==> src/rtl/jt1942_sdram_arb.sv <==
// Five-requester round-robin SDRAM read arbiter with one read in flight at a time.
// Optional periodic autorefresh is built when JT1942_SDRAM_ARB_REFRESH_EN is defined.
module jt1942_sdram_arb #(
  parameter int LATENCY        = 3,
  parameter int REFRESH_PERIOD = 384,
  parameter int REFRESH_LEN    = 8,
  parameter int INIT_CYCLES    = 1024
) (
  input  logic         clk,
  input  logic         rst,
  input  logic         downloading,
  input  logic [4:0]   req,
  input  logic [109:0] addr,
  output logic [4:0]   ok,
  output logic [15:0]  dout,
  output logic [21:0]  sdram_addr,
  output logic         sdram_rd,
  input  logic [15:0]  data_read,
  output logic         autorefresh,
  output logic         ready
);

  localparam int CMAX = (LATENCY > REFRESH_LEN) ? LATENCY : REFRESH_LEN;
  localparam int CW   = $clog2(CMAX + 1);
  localparam int IW   = $clog2(INIT_CYCLES + 1);

  if (LATENCY < 2 || REFRESH_LEN < 1 || REFRESH_PERIOD < 2 || INIT_CYCLES < 1) begin : g_param_check
    $error("jt1942_sdram_arb: unsupported parameter values");
  end

  typedef enum logic [1:0] {IDLE, ISSUE, WAIT, REFRESH} state_t;

  state_t            state, nxt;
  logic [4:0][21:0]  addr_a;
  logic [2:0]        gnt;       // last granted requester, doubles as round-robin pointer
  logic [2:0]        gnt_nxt;
  logic              gnt_any;
  logic [3:0]        k;
  logic [4:0]        elig;
  logic [CW-1:0]     cnt;
  logic [IW-1:0]     init_cnt;
  logic              lat_done, ref_done, do_grant;
  logic              refresh_pend;

  assign addr_a = addr;

  // A requester whose ok is pulsing this cycle is not re-granted until it reasserts.
  assign elig = req & ~ok & {5{~downloading}};

  always_comb begin
    gnt_any = 1'b0;
    gnt_nxt = gnt;
    k       = 4'd0;
    for (int i = 1; i <= 5; i++) begin
      k = 4'(gnt) + 4'(i);
      if (k >= 4'd5) k = k - 4'd5;
      if (!gnt_any && elig[k]) begin
        gnt_any = 1'b1;
        gnt_nxt = k[2:0];
      end
    end
  end

  assign lat_done = (cnt == CW'(LATENCY - 1));
  assign ref_done = (cnt == CW'(REFRESH_LEN - 1));
  assign do_grant = (state == IDLE) && !refresh_pend && gnt_any;

  always_ff @(posedge clk) begin
    if (rst) state <= IDLE;
    else     state <= nxt;
  end

  always_comb begin
    nxt = state;
    case (state)
      IDLE:    if (refresh_pend) nxt = REFRESH;
               else if (gnt_any) nxt = ISSUE;
      ISSUE:   nxt = WAIT;
      WAIT:    if (lat_done) nxt = IDLE;
      REFRESH: if (ref_done) nxt = IDLE;
      default: nxt = IDLE;
    endcase
    if (downloading) nxt = IDLE;
  end

  always_ff @(posedge clk) begin
    if (rst) begin
      gnt        <= 3'd4;
      cnt        <= '0;
      ok         <= '0;
      dout       <= '0;
      sdram_addr <= '0;
      init_cnt   <= '0;
    end else begin
      ok  <= '0;
      cnt <= (nxt == state && (state == WAIT || state == REFRESH)) ? cnt + CW'(1) : '0;
      if (do_grant) begin
        gnt        <= gnt_nxt;
        sdram_addr <= addr_a[gnt_nxt];
      end
      if (state == WAIT && lat_done && !downloading) begin
        dout <= data_read;
        ok   <= 5'd1 << gnt;
      end
      if (init_cnt != IW'(INIT_CYCLES)) init_cnt <= init_cnt + IW'(1);
    end
  end

  assign sdram_rd = (state == ISSUE) && !downloading;
  assign ready    = (init_cnt == IW'(INIT_CYCLES)) && !downloading;

`ifdef JT1942_SDRAM_ARB_REFRESH_EN
  localparam int PW = $clog2(REFRESH_PERIOD);
  logic [PW-1:0] per_cnt;

  // Completion clears the flag even if another refresh falls due that cycle.
  always_ff @(posedge clk) begin
    if (rst) begin
      per_cnt      <= '0;
      refresh_pend <= 1'b0;
    end else begin
      per_cnt <= (per_cnt == PW'(REFRESH_PERIOD - 1)) ? '0 : per_cnt + PW'(1);
      if (state == REFRESH && ref_done && !downloading) refresh_pend <= 1'b0;
      else if (per_cnt == PW'(REFRESH_PERIOD - 1))      refresh_pend <= 1'b1;
    end
  end

  assign autorefresh = (state == REFRESH);
`else
  assign refresh_pend = 1'b0;
  assign autorefresh  = 1'b0;
`endif

endmodule
==> config.mk <==
export PLATFORM = sky130hd
export DESIGN_NAME = jt1942_sdram_arb
export DESIGN_NICKNAME = d
export VERILOG_FILES = /design/src/rtl/jt1942_sdram_arb.sv
export SDC_FILE = /design/constraint.sdc
export NUM_CORES = 1
export LEC_CHECK = 0
export BUFFER_PORTS_ARGS = -buffer_cell sky130_fd_sc_hd__buf_2
export CAP_MARGIN = 0
export CORE_UTILIZATION = 28
export DETAILED_ROUTE_END_ITERATION = 10
export PLACE_DENSITY = 0.59
export SLEW_MARGIN = 0
export SYNTH_ARGS = -nofsm -noshare
export SYNTH_HDL_FRONTEND = slang
export SYNTH_SLANG_ARGS = --single-unit
==> constraint.sdc <==
create_clock -name clk -period 6.8 [get_ports clk]
set_input_delay 1.7 -clock clk [delete_from_list [all_inputs] [get_ports clk]]
set_output_delay 1.7 -clock clk [all_outputs]
set_load 0.02 [all_outputs]
Word-level counts from Yosys, hierarchy flattened
Cells that the tools add are included.

storage, ports and cells
  register bits = 63
  bits of input ports = 134
  word-level logic and storage cells = 96
  output and inout port bits = 46

cells by class
  $add $sub $neg = 12
  magnitude comparators = 11
  equality and inequality tests = 8
  shifts and indexed selects = 1
  reductions and logical operators = 19
  muxes and demuxes = 32
  bitwise logic cells = 6

operator list
  operator                                                                number
  22-bit binary-select mux with 3-bit select                              1
  22-bit 2-to-1 mux                                                       1
  4-bit by 3-bit >= comparator with 1-bit output (second input constant)  5
  4-bit < comparator (second input constant)                              5
  4-bit 2-to-1 mux                                                        5
  4-bit by 3-bit subtractor with 4-bit output (second input constant)     5
  1-bit binary-select mux with 3-bit select                               5
  3-bit 2-to-1 mux                                                        5
  11-bit by 1-bit adder with 11-bit output (second input constant)        1
  11-bit equality test (second input constant)                            1
  11-bit inequality test (second input constant)                          1
  5-bit AND                                                               2
  1-bit logical AND                                                       10
  1-bit 2-to-1 mux                                                        10
  3-bit by 2-bit adder with 4-bit output (second input constant)          2
  3-bit by 3-bit adder with 4-bit output (second input constant)          2
  2-bit 2-to-1 mux                                                        4
  2-bit one-hot mux with 4 select lines                                   1
  1-bit zero test                                                         5
  5-bit inverter                                                          1
  1-bit by 3-bit left shift with 5-bit output (first input constant)      1
  3-bit by 1-bit adder with 4-bit output (second input constant)          1
  4-bit by 1-bit adder with 4-bit output (second input constant)          1
  2-bit equality test (second input constant)                             2
  other kinds (9)                                                         12

Longest topological paths before layout
  depth in word-level cells = 25
  depth in mapped cells = 17
  mapped depth without buffers = 14

Worst setup path after synthesis
OpenSTA, ideal clock, no wires.

  path kind = input-to-reg
  start = input downloading
  end = register sdram_addr[10]
  path buffers = 3
  library setup time = 127 ps
  arrival = 3986 ps
  slack = 2687 ps
  data required time = 6673 ps
  stages on the path = 11
  path through = or3b_1 > nor4_1 > or3_1 > buf_2 > nand2_1 > o211ai_1 > buf_4 > buf_2 > mux2i_1 > a2bb2oi_2 > o211ai_2

on the way
  cells in the longest elaborated chain, start to end = 19
  elaborated cells on any way between the ends = 33
  those cells by class = mux (22); bitwise (2); reduce/logical (9)

RTL lines
  element                                     RTL line  text
  start, declared                             11        input logic downloading,
  1-bit inverter *                            48        assign elig = req & ~ok & {5{~downloading}};
  5-bit AND *                                 48
  1-bit binary-select mux with 3-bit select   57        if (!gnt_any && elig[k]) begin
  1-bit 2-to-1 mux (implied by the code)      57
  1-bit 2-to-1 mux                            57
  1-bit zero test                             57
  1-bit logical AND                           57
  1-bit 2-to-1 mux                            57
  [3 not listed]                              n/a
  1-bit zero test                             57
  1-bit logical AND                           57
  1-bit 2-to-1 mux                            57
  1-bit zero test                             57
  1-bit logical AND                           57
  3-bit 2-to-1 mux                            57
  22-bit binary-select mux with 3-bit select  99        sdram_addr <= addr_a[gnt_nxt];
  22-bit 2-to-1 mux (implied by the code)     99
  end signal, assigned                        99
  end, declared                               16        output logic [21:0] sdram_addr,

Every way passes the cells marked *; elsewhere a longest branch is shown, timed or not. The select of a mux whose other input is x is not followed.
A chain may end at the register's enable or synchronous reset.

Worst setup path after layout
  start = register gnt[0]
  end = register sdram_addr[20]

on the way
  cells in the longest elaborated chain, start to end = 20
  elaborated cells on any way between the ends = 51
  those cells by class = add/sub (10); order compare (5); mux (27); reduce/logical (9)

RTL lines
  element                                                                                                               RTL line  text
  start, declared                                                                                                       35        logic [2:0] gnt;
  start signal, assigned                                                                                                98        gnt <= gnt_nxt;
  3-bit by 1-bit adder with 4-bit output                                                                                55        k = 4'(gnt) + 4'(i);
  4-bit by 3-bit subtractor with 4-bit output / 4-bit by 3-bit >= comparator with 1-bit output (equally long branches)  56        if (k >= 4'd5) k = k - 4'd5;
  4-bit 2-to-1 mux                                                                                                      56
  1-bit binary-select mux with 3-bit select                                                                             57
  1-bit 2-to-1 mux (implied by the code)                                                                                57
  1-bit 2-to-1 mux                                                                                                      57
  1-bit zero test                                                                                                       57
  1-bit logical AND                                                                                                     57
  [4 not listed]                                                                                                        n/a
  1-bit zero test                                                                                                       57
  1-bit logical AND                                                                                                     57
  1-bit 2-to-1 mux                                                                                                      57
  1-bit zero test                                                                                                       57
  1-bit logical AND                                                                                                     57
  3-bit 2-to-1 mux                                                                                                      57
  22-bit binary-select mux with 3-bit select                                                                            99
  22-bit 2-to-1 mux (implied by the code)                                                                               99

Parallel ways exist; a longest one is shown, timed or not. The select of a mux whose other input is x is not followed.

==> impl_metrics.yaml <==
cells_and_area:
  drive_gt1_share_pct: 39.7
  mostFrequentLayoutCells: "buf_2 (178), nand2_1 (70), dfxtp_1 (63)"
  area_growth_pct: 30.2
  postLayoutCoreUtil_pct: 37.4
  diodes: 0
  fin_cells: 866
  final_common_cell: "buf_2"
  finalNetCount: 799
critical_path:
  crit_required_ns: 7.08
  crit_arrival_ns: 5.08
  cp-end-kind: "flop"
  start_kind: "flop"
  worstSetupPathType: "flop to flop"
  worstPathMaxFanout: 22
grt:
  antenna_found_initial: 1
  grt.overflow.total: 0
  grt_pass1_wl_um: 19400
  grt_pass1_vias: 3921
  grt_use_total_pct: 15.3
  grt_max_degree: 46
clocking:
  clk_latency_ns: 0.33
  h-tree-depth: 3
  cts_resized: 0
  clock-sinks: 63
  root_buffer: "clkbuf_16"
  clockBufferDepth: 2
  cts_buffers: 9
  cts_tree: "done"
  cts.clk_slew.worst_paths_ns: 0.06
  cts_hold_buf: 0
  cts_setup_buffers: 0
detailed_routing:
  drt_iter0_markers: 152
  routed_wl_um: 12100
  dr.pass1.iters: 4
  routedWlPerCell_um: 13.9
  antenna_left: 0
  drcViolationCount: 0
  avgViaCountPerCell: 4.75
  routed-via-count: 4116
floorplan:
  die-height_um: 127
  core-area_um2: 15300
  start_util_pct: 28.7
  ioPinCount: 180
  rows: 45
  die_w_um: 127
  die_area_um2: 16200
place:
  dp_hpwl_um: 8910
  routabilityCongestion: 0.835
  dp_cells: 851
  dpl_worst_slack_ns: 1.71
  port_buffers: 178
sta:
  max_freq_mhz: 208
  rsz0062_at_grt: "false"
  maxSlewViolCount: 0
  period_share_pct: 70.6
  tns_ns: 0
  worst_pin_slew_ns: 1.14
  setup_viol: 0
  hold_violations: 0
  timing.final.ws_setup_ns: 2.00
  relSlewSlack_pct: 23.5
  finClkSkew_ns: 0.00596
  fin_crit_ns: 4.80
logic_synthesis:
  ys_ff_latch: 63
  syn_inst: 487
  syn_nets: 635
  synthArstFlopShare_pct: 0
  yosysSeqAreaShare_pct: 28.8
  yosysWarningCount: 0
  synth-edff-count: 0
  synthesis.area_um2: 4380
  avgSynthCellArea_um2: 9.00
  ys.flop_type: "dfxtp_1"
  yosysUniqueCellTypes: 74
worst_hold_path:
  hold_path.class: "flop to flop"
flow_run:
  maxCapViolations: 0
run_status:
  status: "finished, final reports clean"
power_and_ir_drop:
  peakVddDrop_v: 0.000218
  p_leak_nw: 2.66
  total_power_mw: 2.85
  power.density_nw_per_um2: 499
## metal layers
| metal | share of wire [%] | GRT usage, % |
|---|---|---|
| met1 | 44 | 18.7 |
| met2 | 51 | 26.1 |
| met3 | 3.3 | 3.10 |
| met4 | 1.4 | 6.23 |
| met5 | 0.083 | 0 |
## final cells by class
class,instances,area (um^2)
sequential,63,1260
inverter,11,43.8
clock inverter,5,58.8
fill,1625,9560
timing repair buffer,182,921
clock buffer,10,239
multi-input combinational,384,2920
tap,211,264
## synth_stat cells (all sizes together) (3+ instances only)
cell / n / share of area [%]
nor2: 30 / 2.6
o211a: 3 / 0.69
inv: 11 / 1.0
a21o: 3 / 0.51
and2: 4 / 0.57
a211oi: 7 / 1.2
or3: 6 / 0.86
nand3: 14 / 1.7
nor3: 12 / 1.4
a21oi: 28 / 3.3
clkbuf: 8 / 0.77
nor3b: 8 / 1.4
o211ai: 24 / 6.4
or3b: 5 / 1.0
nand2b: 5 / 0.89
xor2: 9 / 1.8
nor2b: 3 / 0.43
nor4: 8 / 1.6
dfxtp: 63 / 29
and3: 6 / 0.86
xnor2: 5 / 1.2
a2bb2oi: 21 / 7.1
buf: 21 / 3.0
ha: 13 / 3.7
o21ai: 11 / 1.3
nand2: 71 / 6.1
mux2i: 51 / 12
nand3b: 3 / 0.80
or2: 3 / 0.43
## registers in the layout (all words and copies together), names as in the netlist
register,flops
state,2
sdram_addr,22
cnt,4
ok,5
init_cnt,11
gnt,3
dout,16
## per-stage QoR
stage	hold slack, ns	instance area, um^2
after floorplan	0.430	4380
after global placement	0.440	5410
after detailed placement	0.444	5410
after CTS	0.452	5700
after global routing	0.472	5700
final	0.450	5700
## power breakdown
part / switching, mW / internal (mW)
clock network: 0.174 / 0.291
registers: 0.0516 / 0.434
logic: 1.02 / 0.876
total: 1.25 / 1.60
## critical path, stage by stage (launching register included)
cell and delay (ns):
dfxtp_1 0.84, inv_2 0.27, ha_1 0.65, inv_4 0.08
and4_1 0.19, o31a_1 0.33, nor4_4 0.40, nand2_2 0.17
o41ai_4 0.66, and2b_1 0.82, nand2_1 0.10, o21ai_1 0.10
a211o_1 0.11
## cells by family (layout without fill, tap and decap cells)
group                      Yosys count  in the layout  synth area share [%]
muxes                               52             52                  11.9
adders and majority gates           14             14                  4.17
other                                1              1                0.0856
buffers and inverters               40            208                  4.80
DFF                                 63             63                  28.8
and+or+nand+nor                    187            187                  22.4
AOI/OAI and AO/OA                  116            116                  24.9
xor gates and xnor gates            14             14                  2.97
## path summary, 6_finish.rpt
check,from,to,slack [ns],cells past startpoint
hold reg to reg,dout[4],dout[4],0.45,2
hold / removal,dout[4],dout[4],0.45,2
setup reg to reg,gnt[0],sdram_addr[20],2.00,12
setup / recovery,gnt[0],sdram_addr[20],2.00,12
(Power assumes the default switching activity.)
